<file path="config.mk">
export PLATFORM = sky130hd
export DESIGN_NAME = tdpr_port_arbiter
export DESIGN_NICKNAME = d
export VERILOG_FILES = /design/src/rtl/tdpr_port_arbiter.sv
export SDC_FILE = /design/constraint.sdc
export NUM_CORES = 1
export LEC_CHECK = 0
export CORE_AREA = 4 4 71 73
export CTS_BUF_LIST = sky130_fd_sc_hd__clkbuf_4 sky130_fd_sc_hd__clkbuf_8 sky130_fd_sc_hd__clkbuf_16
export CTS_CLUSTER_DIAMETER = 30
export DETAILED_ROUTE_END_ITERATION = 16
export DIE_AREA = 0 0 75 77
export PLACE_DENSITY = 0.85
export SYNTH_ARGS = -nofsm -noshare
export SYNTH_HDL_FRONTEND = slang
export SYNTH_SLANG_ARGS = --single-unit
</file>
<file path="constraint.sdc">
create_clock -name clk -period 4.8 [get_ports clk]
set_input_delay 0.72 -clock clk [delete_from_list [all_inputs] [get_ports clk]]
set_output_delay 0.72 -clock clk [all_outputs]
set_load 0.02 [all_outputs]
</file>
<file path="src/rtl/tdpr_port_arbiter.sv">
// Two-client access controller for a true dual-port RAM.
// Resolves same-address write conflicts by round-robin and returns reads.
module tdpr_port_arbiter #(
    parameter int ADDR_SIZE = 8,
    parameter int DATA_SIZE = 8,
    parameter int CNT_W     = 16
) (
    input  logic                 clk,
    input  logic                 rst_n,
    input  logic                 req_a,
    input  logic                 we_a,
    input  logic [ADDR_SIZE-1:0] addr_a,
    input  logic [DATA_SIZE-1:0] wdata_a,
    output logic                 ready_a,
    output logic [DATA_SIZE-1:0] rdata_a,
    output logic                 rvalid_a,
    input  logic                 req_b,
    input  logic                 we_b,
    input  logic [ADDR_SIZE-1:0] addr_b,
    input  logic [DATA_SIZE-1:0] wdata_b,
    output logic                 ready_b,
    output logic [DATA_SIZE-1:0] rdata_b,
    output logic                 rvalid_b,
    output logic                 ram_en_a,
    output logic                 ram_we_a,
    output logic [ADDR_SIZE-1:0] ram_addr_a,
    output logic [DATA_SIZE-1:0] ram_din_a,
    input  logic [DATA_SIZE-1:0] ram_dout_a,
    output logic                 ram_en_b,
    output logic                 ram_we_b,
    output logic [ADDR_SIZE-1:0] ram_addr_b,
    output logic [DATA_SIZE-1:0] ram_din_b,
    input  logic [DATA_SIZE-1:0] ram_dout_b,
    output logic                 prio_b,
    output logic [CNT_W-1:0]     coll_cnt
);

    logic conflict;
    logic grant_a;
    logic grant_b;

    // Conflict detection and grant; reset masks all grants combinationally
    always_comb begin
        conflict = req_a & req_b & (addr_a == addr_b) & (we_a | we_b);
        grant_a  = req_a & (~conflict | ~prio_b);
        grant_b  = req_b & (~conflict | prio_b);
        ready_a  = rst_n & grant_a;
        ready_b  = rst_n & grant_b;
    end

    // RAM port drive: enable only on an accepted transfer
    always_comb begin
        ram_en_a   = ready_a;
        ram_we_a   = we_a & ready_a;
        ram_addr_a = addr_a;
        ram_din_a  = wdata_a;
        ram_en_b   = ready_b;
        ram_we_b   = we_b & ready_b;
        ram_addr_b = addr_b;
        ram_din_b  = wdata_b;
        rdata_a    = ram_dout_a;
        rdata_b    = ram_dout_b;
    end

    // Read-valid flags follow accepted reads by one cycle
    always_ff @(posedge clk or negedge rst_n) begin
        if (!rst_n) begin
            rvalid_a <= 1'b0;
            rvalid_b <= 1'b0;
        end else begin
            rvalid_a <= ready_a & ~we_a;
            rvalid_b <= ready_b & ~we_b;
        end
    end

    // Round-robin pointer flips on every conflict so the loser wins next
    always_ff @(posedge clk or negedge rst_n) begin
        if (!rst_n) begin
            prio_b <= 1'b0;
        end else if (conflict) begin
            prio_b <= ~prio_b;
        end
    end

    // Saturating conflict counter
    always_ff @(posedge clk or negedge rst_n) begin
        if (!rst_n) begin
            coll_cnt <= '0;
        end else if (conflict && (coll_cnt != {CNT_W{1'b1}})) begin
            coll_cnt <= coll_cnt + 1'b1;
        end
    end

endmodule

</file>
==> metrics.md, run 1 <==
| Metric | Value |
|---|---|
| Net Sw Frac | 24.74% |
| Clock Skews | 0.001002 ns |
| Post-synth top area cell | dfrtp_1 |
| Pwr dens | 197.0 nW/µm² |
| Chip height | 77 µm |
| Simple-gate area share of the yosys netlist | 20.64% |
| TritonCTS buffer count | 3 |
| Sequential power share | 46.2% |
| #FFs+latches synth | 19 |
| Measured slew at the worst slew-check pin | 0.3453 ns |
| Final Hold Fails | 0 |
| EDFF count, synth | 0 |
| Sequential area share after synthesis | 32.96% |
| Max capacitance violation total | 0 |
| Startpoint Class | input port |
| Prevailing post-synth register cell | dfrtp_1 |
| Drt wl/cell | 12.45 µm |
| Layout area overhead | 24.37% |
| Starting DRT DRC Count | 52 |
| Total GRT Usage | 9.702% |
| Max Fclk | 0.2723 GHz |
| Status | complete, no violations |
| First-pass GRT wire length | 4402 µm |
| Worst Path Required | 4.08 ns |
| Worst skew pair latency | 0.26 ns |
| N_diodes | 0 |
| Die area | 5775 µm² |
| Num Clock Sinks | 19 |
| Worst endpoint data arrival time | 2.95 ns |
| Clock Tree Buf Depth | 2 |
| Synth Net Count | 211 |
| CTS clk-pin slew, worst paths | 0.07 ns |
| Antenna-violating nets left | 0 |
| Syn_area_per_cell | 9.248 µm² |
| Initial antenna violation count | 0 |
| Min Hold Slack | 0.5025 ns |
| Vias | 1035 |
| First-pass iteration count of the detailed router | 4 |
| Post-layout minimum cycle time | 3.673 ns |
| Most common cell after layout, fill and taps aside | clkdlybuf4s50_1 |
| Post-synthesis compound-gate area fraction | 1.908% |
| Core region area | 4354 µm² |
| Post-synthesis cell type count | 25 |
| Pins Over Slew Limit | 0 |
| Asr flop ratio synth | 100.0% |
| Grt total ovfl | 0 |
| Routability cong. | 0.7719 |
| H-tree depth | 1 |
| Area of the multi-input gates | 558.0 µm² |
| Vias in the first global route | 971 |
| Largest net degree at the start of global routing | 20 |
| Hold Path Class | flip-flop to flip-flop |
| Setup CP Type | input port to output port |
| Crit end category | output port |
| Post-synthesis adder-cell area fraction | 0.8673% |
| Die X | 75 µm |
| Row count | 24 |
| Largest cells by area after synthesis | dfrtp_1, buf_4, xnor2_1 |
| CTS tree | done |
| Commonest cells after routing, fill and taps aside | clkdlybuf4s50_1, dfrtp_1, nand3_1, xnor2_1, nor2_1 |
| Synth Instances | 156 |
| Drt drc | 0 |
| Synth Cell Area | 1443 µm² |
| Drt total wl | 2788 µm |
| Post-CTS setup buffer count | 0 |
| Post-synth top area share | 32.96% |
| Max_slew headroom | 76.80% |
| Pleak | 0.0007543 µW |
| Final setup viols | 0 |
| Vias per inst | 4.621 |
| Seq. cell area | 475.5 µm² |
| Unrepaired setup endpoints after global routing | false |
| Logic pwr share | 20.7% |
| Layout cells sized above 1 | 7.558% |
| Xor/xnor share of the synthesized area | 12.14% |
| Initial Utilization | 33.13% |
| Clock share of power | 33.1% |
| Switching pwr | 87.45 µW |
| Clock root buffer | clkbuf_8 |
| Synth warnings | 0 |
| Crit path max fanout | 19 |
| Fin crit share | 76.52% |
| Fin Setup TNS | 0 ns |
| Hold Buf Count CTS | 0 |
| I/O pin count | 127 |
| Max VDD drop | 86.56 µV |
| Largest family of logic cells by synthesized area | buffers and inverters |
| Multiplexer share of the synthesized area | 3.122% |
| Layout Nets | 228 |
| Post-cts sizing count | 0 |
| Int Power | 266.0 µW |
| IO Port Bufs | 62 |
| R2R cell count | 6 |
| Depth of the worst hold-timing path | 1 |
| Post-DP HPWL | 2295 µm |
| Layout fillers | 412 |
metal layers:
layer / wire length [µm] / part of all wire (%) / track usage [%] / vias up
met4: 73 / 2.6 / 5.516 / 0
met3: 239 / 8.6 / 3.268 / 9
li1: - / - / - / 502
met1: 1094 / 39 / 11.20 / 472
met5: 0 / 0 / 0 / -
met2: 1381 / 50 / 15.24 / 52
registers in the layout, summed over array words and instances (netlist names):
register  flops
rvalid_b      1
rvalid_a      1
prio_b        1
coll_cnt     16
cells by family after synthesis:
logic type / count (synthesis)
buf+inv: 55
simple gates: 53
xor+xnor: 20
flops: 19
compound gates: 5
mux: 3
fa+ha+maj: 1
through the flow:
step                      setup WS [ns]  instance area, µm²  power [µW]  cells  utilization, %
after floorplan                   2.017                1443       241.3    156               -
after global placement            1.118                1745       239.9    220           40.09
after detailed placement          1.074                1745       240.6    220           40.09
after CTS                         1.063                1794       359.6    224           41.21
after global routing             0.9469                1794       366.4    224           41.21
final                             1.127                1794       353.4    224           41.21
final cells by class:
| class | count | share of cell area [%] |
|---|---|---|
| Inverter | 3 | 0.6276 |
| Multi-Input combinational cell | 82 | 31.10 |
| Tap cell | 52 | 3.626 |
| Timing Repair Buffer | 64 | 35.43 |
| Clock buffer | 4 | 2.720 |
| Sequential cell | 19 | 26.50 |
worst paths after layout:
kind | slack, ns | from | to
worst min-delay path | 0.50 | coll_cnt[9] | coll_cnt[9]
min in group asynchronous | 0.70 | rst_n | prio_b
worst max register to register | 2.85 | coll_cnt[0] | coll_cnt[1]
worst min register to register | 0.50 | coll_cnt[9] | coll_cnt[9]
worst max-delay path | 1.13 | addr_b[3] | ram_we_a
max in group asynchronous | 3.62 | rst_n | coll_cnt[1]
worst max-delay path, cell delays in order:
cell             delay (ns)
clkdlybuf4s50_1        0.45
xor2_1                 0.18
nor3_1                 0.33
and3_1                 0.21
buf_4                  0.23
a21oi_1                0.13
and2_1                 0.17
clkdlybuf4s50_1        0.53
synth_stat cells (2+ instances only):
library cell,number
a21oi_1,4
and3_1,7
and4b_1,2
buf_4,50
buf_6,2
dfrtp_1,19
inv_1,3
mux2_4,3
nand2_1,7
nand3_1,12
nand4_1,4
nor2_1,9
nor3_1,4
xnor2_1,12
xor2_1,8
power groups by stage:
stage / combinational [µW] / sequential [µW] / clock (µW)
6_report: 73.1 / 163 / 117
5_1_grt: 78.2 / 163 / 125
4_1_cts: 74.6 / 163 / 122
3_5_place_dp: 74.2 / 166 / 0
3_3_place_gp: 73.6 / 166 / 0
2_1_floorplan: 72.8 / 169 / 0
No activity file was read; power rests on OpenSTA's default activity.
==> run 2, diff against run 1 <==
Settings changed: CORE_AREA 4 4 71 73 to 4 4 76 78, DIE_AREA 0 0 75 77 to 0 0 80 82, PLACE_DENSITY 0.85 to 0.78.
Clock period 4.8 ns to 3.3 ns, I/O delays scaled along.
==> metrics.md, run 2 (synthesis gave the netlist of run 1 again) <==
| Metric | Value |
|---|---|
| Status | complete, no violations |
| Starting DRT DRC Count | 27 (-48%) |
| First-pass GRT wire length | 4919 µm (+12%) |
| Crit end category | output port |
| Layout fillers | 525 (+27%) |
| Initial antenna violation count | 0 (unchanged) |
| Vias per inst | 4.409 (-4.6%) |
| Int Power | 376.5 µW (+42%) |
| Layout Nets | 228 (unchanged) |
| Switching pwr | 130.2 µW (+49%) |
| Die area | 6560 µm² (+14%) |
| Fin Setup TNS | 0 ns (unchanged) |
| Layout cells sized above 1 | 7.558% (unchanged) |
| Fin util | 35.75% (-5.5 points) |
| Initial Utilization | 28.43% (-4.7 points) |
| Grt total ovfl | 0 (unchanged) |
| Row count | 26 (+8.3%) |
| Vias in the first global route | 1075 (+11%) |
| IO Port Bufs | 62 (unchanged) |
| Vias | 1067 (+3.1%) |
| CP max stage cell | clkdlybuf4s50_1 |
| Total GRT Usage | 9.479% (-0.22 points) |
| Max_slew headroom | 76.03% (-0.77 points) |
| Unrepaired setup endpoints after global routing | false |
| Clock Skews | 0.006994 ns (+0.005993 ns) |
| Reg2reg setup slack | 1.28 ns (-1.57 ns) |
| Clock Tree Buf Depth | 2 (unchanged) |
| Drt drc | 0 (unchanged) |
| Post-CTS setup buffer count | 0 (unchanged) |
| CTS tree | done |
| Most flops, register | coll_cnt |
| CP delay by family, top | buffers and inverters |
| Reg-to-reg critical path startpoint | coll_cnt[0] |
| Commonest cells after routing, fill and taps aside | clkdlybuf4s50_1, dfrtp_1, nand3_1, xnor2_1, nor2_1 |
| Fin crit share | 90.41% |
| I/O pin count | 127 (unchanged) |
| N_diodes | 0 (unchanged) |
| Worst Path Required | 2.80 ns (-1.28 ns) |
| Hold Buf Count CTS | 0 (unchanged) |
| Pins Over Slew Limit | 0 (unchanged) |
| Pleak | 0.0007536 µW (about the same) |
| Max VDD drop | 147.9 µV (+71%) |
| Routability cong. | 0.8207 (+6.3%) |
| Largest net degree at the start of global routing | 19 (-5.0%) |
| Layout area overhead | 25.76% |
| Final setup viols | 0 (unchanged) |
| First-pass iteration count of the detailed router | 4 (unchanged) |
| Sequential power share | 46.8% (+0.6 points) |
| Drt wl/cell | 12.68 µm (+1.9%) |
| Critical-path cell list | clkdlybuf4s50_1 -> o211ai_1 -> nor4_2 -> and3_1 -> a21oi_1 -> and2_1 -> clkdlybuf4s50_1 |
| Setup CP Type | input port to output port |
| R2R cell count | 6 (unchanged) |
| Post-layout minimum cycle time | 2.984 ns |
| Slowest cell delay on critical path | 0.60 ns (+0.07 ns) |
| Core region area | 5075 µm² (+17%) |
| Measured slew at the worst slew-check pin | 0.3587 ns (+0.01340 ns) |
| Post-cts sizing count | 0 (unchanged) |
| Hold Path Class | input port to asynchronous set/reset pin |
| Drt total wl | 3069 µm (+10%) |
| Worst endpoint data arrival time | 2.49 ns (-0.46 ns) |
| Clock share of power | 32.3% (-0.8 points) |
| Largest register FFs | 16 (unchanged) |
| Worst skew pair latency | 0.26 ns (about the same) |
| Max capacitance violation total | 0 (unchanged) |
| CP most frequent cell | clkdlybuf4s50_1 |
| Crit path max fanout | 4 (-15) |
| Worst R2R End | coll_cnt[1] |
| CTS clk-pin slew, worst paths | 0.07 ns (about the same) |
| Die X | 80 µm (+6.7%) |
| Num Clock Sinks | 19 (unchanged) |
| H-tree depth | 1 (unchanged) |
| Chip height | 82 µm (+6.5%) |
| Most common cell after layout, fill and taps aside | clkdlybuf4s50_1 |
| Antenna-violating nets left | 0 (unchanged) |
| Final Hold Fails | 0 (unchanged) |
| Post-DP HPWL | 2453 µm (+6.9%) |
| CP Buf/Inv Count | 2 (-1) |
| Clock root buffer | clkbuf_8 |
| Net Sw Frac | 25.70% (+0.95 points) |
| Pwr dens | 279.3 nW/µm² (+42%) |
| Startpoint Class | input port |
| Logic pwr share | 20.9% (+0.2 points) |
| Max Fclk | 0.3352 GHz |
| TritonCTS buffer count | 3 (unchanged) |
-- run 2: cell types whose count changed in the layout (fill, tap and decap cells not counted), sizes merged --
| cell | delta |
|---|---|
| clkbuf | -1 |
| clkinv | +1 |
-- run 2: layer usage --
| layer | track usage, % | wire length (µm) | part of all wire (%) | vias up |
|---|---|---|---|---|
| li1 | - | - | - | 502 |
| met1 | 10.37 | 1177 | 38 | 503 |
| met2 | 16.56 | 1524 | 50 | 53 |
| met3 | 2.741 | 293 | 9.5 | 9 |
| met4 | 5.068 | 74 | 2.4 | 0 |
| met5 | 0 | 0 | 0 | - |
-- run 2: stage by stage --
stage | hold slack (ns) | instances | area [µm²] | setup slack [ns] | power, µW
4_1_cts | 0.4782 | 242 | 1814 | 0.3143 | 512.2
2_1_floorplan | 0.1994 | 156 | 1443 | 0.9674 | 350.9
5_1_grt | 0.4893 | 242 | 1814 | 0.1658 | 528.7
3_3_place_gp | 0.4798 | 238 | 1768 | 0.3513 | 348.2
3_5_place_dp | 0.4890 | 238 | 1768 | 0.3150 | 349.2
6_report | 0.4741 | 242 | 1814 | 0.3164 | 506.7
-- run 2: cell type report --
cell class / count / area, µm² / area share (%)
repair buffers: 64 / 635.6 / 35.03
inverters: 3 / 11.26 / 0.6207
clock inverters: 1 / 5.005 / 0.2759
well taps: 70 / 87.58 / 4.828
flip-flops and latches: 19 / 475.5 / 26.21
clock buffers: 3 / 41.29 / 2.276
multi-input cells: 82 / 558.0 / 30.76
-- run 2: worst max path at each step --
stage                     depth (start not counted)  from  endpoint  slack (ns)
after floorplan                                   6  we_b  ram_we_a        0.97
after global placement                            7  we_b  ram_we_a        0.35
after detailed placement                          7  we_b  ram_we_a        0.31
after CTS                                         7  we_b  ram_we_a        0.31
after global routing                              7  we_b  ram_we_a        0.17
final                                             7  we_b  ram_we_a        0.32
-- run 2: power groups by stage --
stage | logic (µW) | registers (µW) | clock network [µW]
floorplan | 106 | 245 | 0
global placement | 106 | 242 | 0
detailed placement | 107 | 242 | 0
CTS | 108 | 237 | 167
global route | 114 | 238 | 177
finish | 106 | 237 | 164
